--- config.mk ---
export PLATFORM = sky130hd
export DESIGN_NAME = i2c_line_conditioner
export DESIGN_NICKNAME = d
export VERILOG_FILES = /design/src/rtl/i2c_line_conditioner_pkg.sv /design/src/rtl/i2c_glitch_filter.sv /design/src/rtl/i2c_line_conditioner.sv
export SDC_FILE = /design/constraint.sdc
export NUM_CORES = 1
export LEC_CHECK = 0
export CAP_MARGIN = 20
export CELL_PAD_IN_SITES_DETAIL_PLACEMENT = 2
export CELL_PAD_IN_SITES_GLOBAL_PLACEMENT = 2
export CORE_UTILIZATION = 35
export CTS_BUF_LIST = sky130_fd_sc_hd__clkbuf_8
export DETAILED_ROUTE_END_ITERATION = 10
export MAX_ROUTING_LAYER = met4
export PLACE_DENSITY = 0.93
export SYNTH_ARGS = -nofsm -noshare
export SYNTH_HDL_FRONTEND = slang
export SYNTH_SLANG_ARGS = --single-unit
--- constraint.sdc ---
create_clock -name clk_i -period 2.2 [get_ports clk_i]
set_clock_uncertainty 0.15 [all_clocks]
set_input_delay 0.44 -clock clk_i [delete_from_list [all_inputs] [get_ports clk_i]]
set_output_delay 0.44 -clock clk_i [all_outputs]
set_load 0.005 [all_outputs]
--- src/rtl/i2c_line_conditioner_pkg.sv ---
// Shared constants for the I2C line conditioner: idle line level and parameter defaults.
// Optional feature macro: I2C_LINE_TIMEOUT_EN enables the SCL-held-low timeout counter,
// which drops busy_o and pulses timeout_o when the bus hangs mid-transfer.
package i2c_line_conditioner_pkg;

  // Open-drain bus idles high; every line-state flop resets to this value.
  localparam logic IDLE_LVL = 1'b1;

  localparam int unsigned DEF_FILTER_CYCLES  = 3;
  localparam int unsigned DEF_TIMEOUT_CYCLES = 1000;

  // Filtered level of both lines for one cycle.
  typedef struct packed {
    logic scl;
    logic sda;
  } i2c_lines_t;

endpackage

--- src/rtl/i2c_glitch_filter.sv ---
// Purpose: 2-flop synchroniser plus run-length glitch filter for one open-drain line.
// Ports:   clk_i, rst_ni (async active-low), line_i (raw pad), line_o (filtered level).
// A level change must persist FILTER_CYCLES+1 synchronised samples before line_o follows;
// FILTER_CYCLES = 0 passes the synchronised level straight through (one register stage).
module i2c_glitch_filter
  import i2c_line_conditioner_pkg::*;
#(
  parameter int unsigned FILTER_CYCLES = DEF_FILTER_CYCLES
) (
  input  logic clk_i,
  input  logic rst_ni,
  input  logic line_i,
  output logic line_o
);

  logic [1:0] sync_q;
  logic       filt_q;

  always_ff @(posedge clk_i or negedge rst_ni) begin
    if (!rst_ni) begin
      sync_q <= {2{IDLE_LVL}};
    end else begin
      sync_q <= {sync_q[0], line_i};
    end
  end

  if (FILTER_CYCLES == 0) begin : g_bypass
    always_ff @(posedge clk_i or negedge rst_ni) begin
      if (!rst_ni) begin
        filt_q <= IDLE_LVL;
      end else begin
        filt_q <= sync_q[1];
      end
    end
  end else begin : g_filter
    localparam int unsigned CW = $clog2(FILTER_CYCLES + 1);

    logic [CW-1:0] cnt_q, cnt_d;
    logic          filt_d;

    // The counter saturates at FILTER_CYCLES; one further disagreeing sample flips the
    // output, so a post-sync pulse of FILTER_CYCLES clocks or fewer is always absorbed.
    always_comb begin
      cnt_d  = '0;
      filt_d = filt_q;
      if (sync_q[1] != filt_q) begin
        if (cnt_q == CW'(FILTER_CYCLES)) begin
          filt_d = sync_q[1];
        end else begin
          cnt_d = cnt_q + 1'b1;
        end
      end
    end

    always_ff @(posedge clk_i or negedge rst_ni) begin
      if (!rst_ni) begin
        cnt_q  <= '0;
        filt_q <= IDLE_LVL;
      end else begin
        cnt_q  <= cnt_d;
        filt_q <= filt_d;
      end
    end
  end

  assign line_o = filt_q;

endmodule

--- src/rtl/i2c_line_conditioner.sv ---
// Purpose: clean SCL/SDA front end for an I2C slave: filtered levels, SCL edge strobes,
//          START/STOP strobes and a bus-busy flag.
// Ports:   clk_i, rst_ni (async active-low); scl_i/sda_i raw pads; scl_o/sda_o filtered;
//          scl_rise_o, scl_fall_o, start_o, stop_o, timeout_o single-cycle strobes; busy_o level.
// Macro I2C_LINE_TIMEOUT_EN adds the SCL-low hang detector; without it timeout_o is tied 0.
module i2c_line_conditioner
  import i2c_line_conditioner_pkg::*;
#(
  parameter int unsigned FILTER_CYCLES  = DEF_FILTER_CYCLES,
  parameter int unsigned TIMEOUT_CYCLES = DEF_TIMEOUT_CYCLES
) (
  input  logic clk_i,
  input  logic rst_ni,
  input  logic scl_i,
  input  logic sda_i,
  output logic scl_o,
  output logic sda_o,
  output logic scl_rise_o,
  output logic scl_fall_o,
  output logic start_o,
  output logic stop_o,
  output logic busy_o,
  output logic timeout_o
);

  if (TIMEOUT_CYCLES < 1) begin : g_param_check
    $error("TIMEOUT_CYCLES must be at least 1");
  end

  i2c_lines_t cur, prev_q;
  logic       busy_q, busy_d;
  logic       timeout;

  i2c_glitch_filter #(.FILTER_CYCLES(FILTER_CYCLES)) u_scl_filter (
    .clk_i  (clk_i),
    .rst_ni (rst_ni),
    .line_i (scl_i),
    .line_o (cur.scl)
  );

  i2c_glitch_filter #(.FILTER_CYCLES(FILTER_CYCLES)) u_sda_filter (
    .clk_i  (clk_i),
    .rst_ni (rst_ni),
    .line_i (sda_i),
    .line_o (cur.sda)
  );

  // Previous levels reset to idle so leaving reset never fabricates an edge.
  always_ff @(posedge clk_i or negedge rst_ni) begin
    if (!rst_ni) begin
      prev_q <= '{scl: IDLE_LVL, sda: IDLE_LVL};
    end else begin
      prev_q <= cur;
    end
  end

  assign scl_rise_o = cur.scl & ~prev_q.scl;
  assign scl_fall_o = ~cur.scl & prev_q.scl;
  // SCL must be high in both cycles, so a simultaneous SCL+SDA change is not a condition.
  assign start_o    = prev_q.scl & cur.scl & prev_q.sda & ~cur.sda;
  assign stop_o     = prev_q.scl & cur.scl & ~prev_q.sda & cur.sda;

`ifdef I2C_LINE_TIMEOUT_EN
  localparam int unsigned TW = $clog2(TIMEOUT_CYCLES + 1);

  logic [TW-1:0] tmo_cnt_q, tmo_cnt_d;

  // Strobe fires during the TIMEOUT_CYCLES-th consecutive busy/SCL-low cycle.
  assign timeout = busy_q & ~cur.scl & (tmo_cnt_q == TW'(TIMEOUT_CYCLES - 1));

  always_comb begin
    tmo_cnt_d = '0;
    if (busy_q && !cur.scl && !timeout) begin
      tmo_cnt_d = tmo_cnt_q + 1'b1;
    end
  end

  always_ff @(posedge clk_i or negedge rst_ni) begin
    if (!rst_ni) begin
      tmo_cnt_q <= '0;
    end else begin
      tmo_cnt_q <= tmo_cnt_d;
    end
  end
`else
  assign timeout = 1'b0;
`endif

  // START (including repeated START) wins; STOP or hang detection release the bus.
  always_comb begin
    busy_d = busy_q;
    if (start_o) begin
      busy_d = 1'b1;
    end else if (stop_o || timeout) begin
      busy_d = 1'b0;
    end
  end

  always_ff @(posedge clk_i or negedge rst_ni) begin
    if (!rst_ni) begin
      busy_q <= 1'b0;
    end else begin
      busy_q <= busy_d;
    end
  end

  assign scl_o     = cur.scl;
  assign sda_o     = cur.sda;
  assign busy_o    = busy_q;
  assign timeout_o = timeout;

endmodule

; After elaboration in Yosys (flattened, before gate mapping)
; Index checks and enable logic that the tools add are counted.
; Widths: inputs -> output; s select.
[totals]
regBits = 13
[op_classes]
addsub = 2
eq_ne = 4
muxes = 6
n_bitwise = 11
reduce_logical = 3
[ops]
columns = operator, n
row1 = $mux 2, 4
row2 = $and 1x1->1, 7
row3 = $add 2x1->2 const B, 2
row4 = $eq 2x2->1 const B, 2
row5 = $not 1->1, 4
row6 = $reduce_and 2->1, 2
row7 = $mux 1, 2
row8 = $ne 1x1->1, 2
row9 = $reduce_bool 2->1, 1

; Depth between registers and ports, before layout
[depth]
ltp_word = 5
mapped_depth = 3
ltp_nobuf = 3

; Modules after synthesis
; A second synthesis with hierarchy kept.
[unflattened]
hier_cells = 34
hier_area_um2 = 491.7
[modules_own_cells]
columns = module, n_inst, cells_per_inst, area_per_inst_um2, seq_area_each_um2
row1 = i2c_glitch_filter, 2, 10, 177.7, 128.9
row2 = i2c_line_conditioner, 1, 14, 136.4, 77.6

; Worst setup path after synthesis
; Ideal clock, no wire load.
[synth_timing]
kind = reg-to-output
from = register u_sda_filter.filt_q, in the netlist u_sda_filter.line_o
to = output stop_o
arrival_ns = 0.824
setup_slack_ns = 0.786
stages_incl_launch_ff = 3
cell_sequence = dfstp_2 -> inv_1 -> nor3_1
[synth_between]
elab_chain_cells = 1
[synth_rtl]
columns = element, line
row1 = "start, declared", i2c_glitch_filter.sv:17  ; logic filt_q;
row2 = "start signal, assigned", i2c_glitch_filter.sv:61  ; filt_q <= filt_d;
row3 = $and 1x1->1, i2c_line_conditioner.sv:61  ; assign stop_o = prev_q.scl & cur.scl & ~prev_q.sda & cur.sda;
row4 = "end, declared", i2c_line_conditioner.sv:21  ; output logic stop_o,
; Every way passes these cells.

; Final worst setup path
[layout_timing]
from = register prev_q[1] (netlist name)
to = output stop_o
[layout_between]
elab_chain_cells = 3
[layout_rtl]
columns = element, line
row1 = "start, declared", i2c_line_conditioner.sv:30  ; i2c_lines_t cur, prev_q;
row2 = "start signal, assigned", i2c_line_conditioner.sv:51  ; prev_q <= '{scl: IDLE_LVL, sda: IDLE_LVL};
row3 = "start signal, assigned", i2c_line_conditioner.sv:53  ; prev_q <= cur;
row4 = $and 1x1->1 (3 in series), i2c_line_conditioner.sv:61
; Every way passes these cells.

==> results by group <==
Worst setup path
  • Crit Path Class: reg2out
  • Crit path max-delay cell type: dfstp_2
  • Worst-path cell chain: nand2_2 -> nor3_1 -> clkdlybuf4s50_1
  • Cell family with most CP delay: flip-flops
  • Crit path DAT: 1540 ps
  • CP max stage delay: 540 ps
  • Worst Setup Start Kind: flip-flop
  • Critical Path RT: 1610 ps
  • Critical path fanouts, max: 3
  • Critical Path End Type: output port
  • CP bufs+invs: 1

Detailed routing
  • ANT nets after route: 0
  • DRC viols: 0
  • DR vias: 310
  • Drt wl/cell: 15.1 um
  • First-pass iteration count of the detailed router: 1
  • Initial DRC Count: 0
  • Vias per cell: 4.77
  • WL final: 982 um

Clock network
  • Clock slew at reported path FFs: 50 ps
  • CTS Root Cell: clkbuf_8
  • Num Clock Sinks: 13
  • Worst-case clock buffer depth: 2
  • Num CTS Buffers: 3
  • H-tree Lvls: 1
  • TritonCTS clock tree: done
  • Post-CTS Hold Buffers: 0
  • Clock latency on the worst-skew pair: 240 ps

Synth
  • Synth Register Bits: 13
  • Netlist Area Pre-Place: 487 um^2
  • YS warnings: 0
  • Number of synthesized flops with an enable pin: 0
  • Post-synthesis sequential area ratio: 0.689
  • Post-synth top cells: dfstp_2 (8), dfrtp_1 (5), nor2b_1 (3), nor3_1 (3)
  • Post-Synthesis Cells: 34
  • Post-Syn Area per Cell: 14.3 um^2
  • Async S/R FF share, synth: 1.00
  • Most frequent cell after synthesis: dfstp_2
  • Syn nets: 40
  • Most common flop cell mapped by yosys: dfstp_2
  • Largest cells by area after synthesis: dfstp_2 (43%), dfrtp_1 (26%), ha_1 (5.1%)
  • Synth unique cells: 17
  • Largest area contributor in the netlist: dfstp_2
  • Share of the synthesized area in the top cell type: 0.432

Timing
  • Fmax: 469 MHz
  • Final Critical Period: 2130 ps
  • Unrepaired setup endpoints after global routing: no
  • Worst-Margin Slew: 546 ps
  • Final Max Slew Viols: 0
  • Period utilization: 0.969
  • Setup TNS: 0 ps
  • Hold Violations, Final: 0
  • Relative slew margins: 0.635
  • Final setup vio count: 0

Global route
  • Initial antenna violation count: 0
  • Global routing usage on met2: 0.267
  • Most crowded layer after global routing: met2
  • Grt met1 use: 0.167
  • GR met3 Demand/Resource: 0.0852
  • Largest net degree at the start of global routing: 14
  • GRT Util Overall: 0.170
  • Vias in the first global route: 332
  • GR Overflow Total: 0
  • First-pass GRT wire length: 1.47 mm

Power and ir drop
  • Worst vdd ir: 0.526 mV
  • P_leak: 0.319 nW
  • Final Total Pwr: 0.924 mW
  • PD cells: 1380 nW/um^2

Placed design
  • Port-buffer cells: 10
  • HPWL after DPL: 703 um
  • Final Wtd Congestion: 0.708

Die
  • Row count: 13
  • Full die area: 1540 um^2
  • Die W: 39.3 um
  • Starting Density: 0.374
  • Core footprint: 1300 um^2
  • Ports: 12
  • Die H: 39.3 um

Finish
  • Layout cells sized above 1: 0.340
  • Fin util: 0.515
  • FF/Latch Area: 335 um^2
  • Net count, final: 57
  • Multi-input gate area: 140 um^2
  • Antenna Cells: 0
  • Fillers: 132
  • Area Growth Syn to Fin: 37.8%

Run
  • Max-cap violations: 0

Min path
  • Hold WC Path Type: reg2reg

Outcome
  • Status: complete, no violations
==> layout by cell type (no fill, tap or decap), types with 2 or more instances in the layout <==
| cell type | n |
|---|---|
| xnor2_1 | 2 |
| dfstp_2 | 8 |
| clkdlybuf4s50_1 | 8 |
| ha_1 | 2 |
| nor3_1 | 3 |
| clkbuf_8 | 3 |
| dlymetal6s2s_1 | 2 |
| buf_4 | 3 |
| inv_1 | 2 |
| dfrtp_1 | 5 |
| nor2b_1 | 3 |
==> path summary, 6_finish.rpt <==
kind,startpoint,end,slack [ps],depth (start not counted)
max,prev_q[1]$_DFF_PN1_,stop_o,70,3
min,u_sda_filter.sync_q[0]$_DFF_PN1_,u_sda_filter.sync_q[1]$_DFF_PN1_,210,0
max reg2reg,u_scl_filter.line_o$_DFFE_PN1P_,u_scl_filter.g_filter.cnt_q[1]$_DFF_PN0_,900,4
min reg2reg,u_sda_filter.sync_q[0]$_DFF_PN1_,u_sda_filter.sync_q[1]$_DFF_PN1_,210,0
max in group asynchronous,rst_ni,u_sda_filter.line_o$_DFFE_PN1P_,1120,1
min in group asynchronous,rst_ni,u_sda_filter.g_filter.cnt_q[1]$_DFF_PN0_,410,1
==> report_power, final <==
group	internal, mW	total (mW)	leakage, nW	switching, mW
clock network	0.123	0.200	0.0269	0.0773
logic	0.194	0.326	0.145	0.132
registers	0.346	0.398	0.147	0.0519
==> state kept, by name (all words and copies together) (netlist names) <==
signal and count:
u_sda_filter.g_filter.cnt_q 2, u_scl_filter.g_filter.cnt_q 2, prev_q 2, busy_o 1, u_sda_filter.sync_q 2, u_scl_filter.sync_q 2
u_scl_filter.line_o 1, u_sda_filter.line_o 1
==> cells by family after synthesis <==
logic type	share of synthesized area
flops	0.689
simple gates	0.144
fa+ha+maj	0.0514
compound gates	0.0257
xor+xnor	0.0360
buf+inv	0.0231
other cells	0.00770
mux	0.0231
==> final cells by class <==
type	instances	area share
clock inverter	1	0.00560
inverter	1	0.00560
clock buffer	3	0.0616
timing repair buffer	13	0.190
sequential	13	0.500
tap	15	0.0280
multi-input combinational	19	0.209
==> stage by stage <==
| step | cell area, um^2 | hold slack, ps | setup WS (ps) | instances |
|---|---|---|---|---|
| after global routing | 671 | 214 | 20.1 | 65 |
| after detailed placement | 598 | 204 | 197 | 58 |
| final | 671 | 211 | 69.1 | 65 |
| after floorplan | 487 | -5.59 | 786 | 34 |
| after global placement | 598 | 196 | 287 | 58 |
| after CTS | 666 | 213 | 7.88 | 65 |
==> per-layer routing <==
metal / wire (um) / up-vias
met5: 0 / -
met4: 24 / 0
met3: 65 / 5
met2: 512 / 13
met1: 380 / 153
li1: - / 139
==> repair_timing <==
action                                  4_1_cts  5_1_grt
endpoints found under the setup margin        2        2
setup buffers                                 3        0
resized for setup                             0        2
Note: power is estimated with default switching activity, not from simulation.
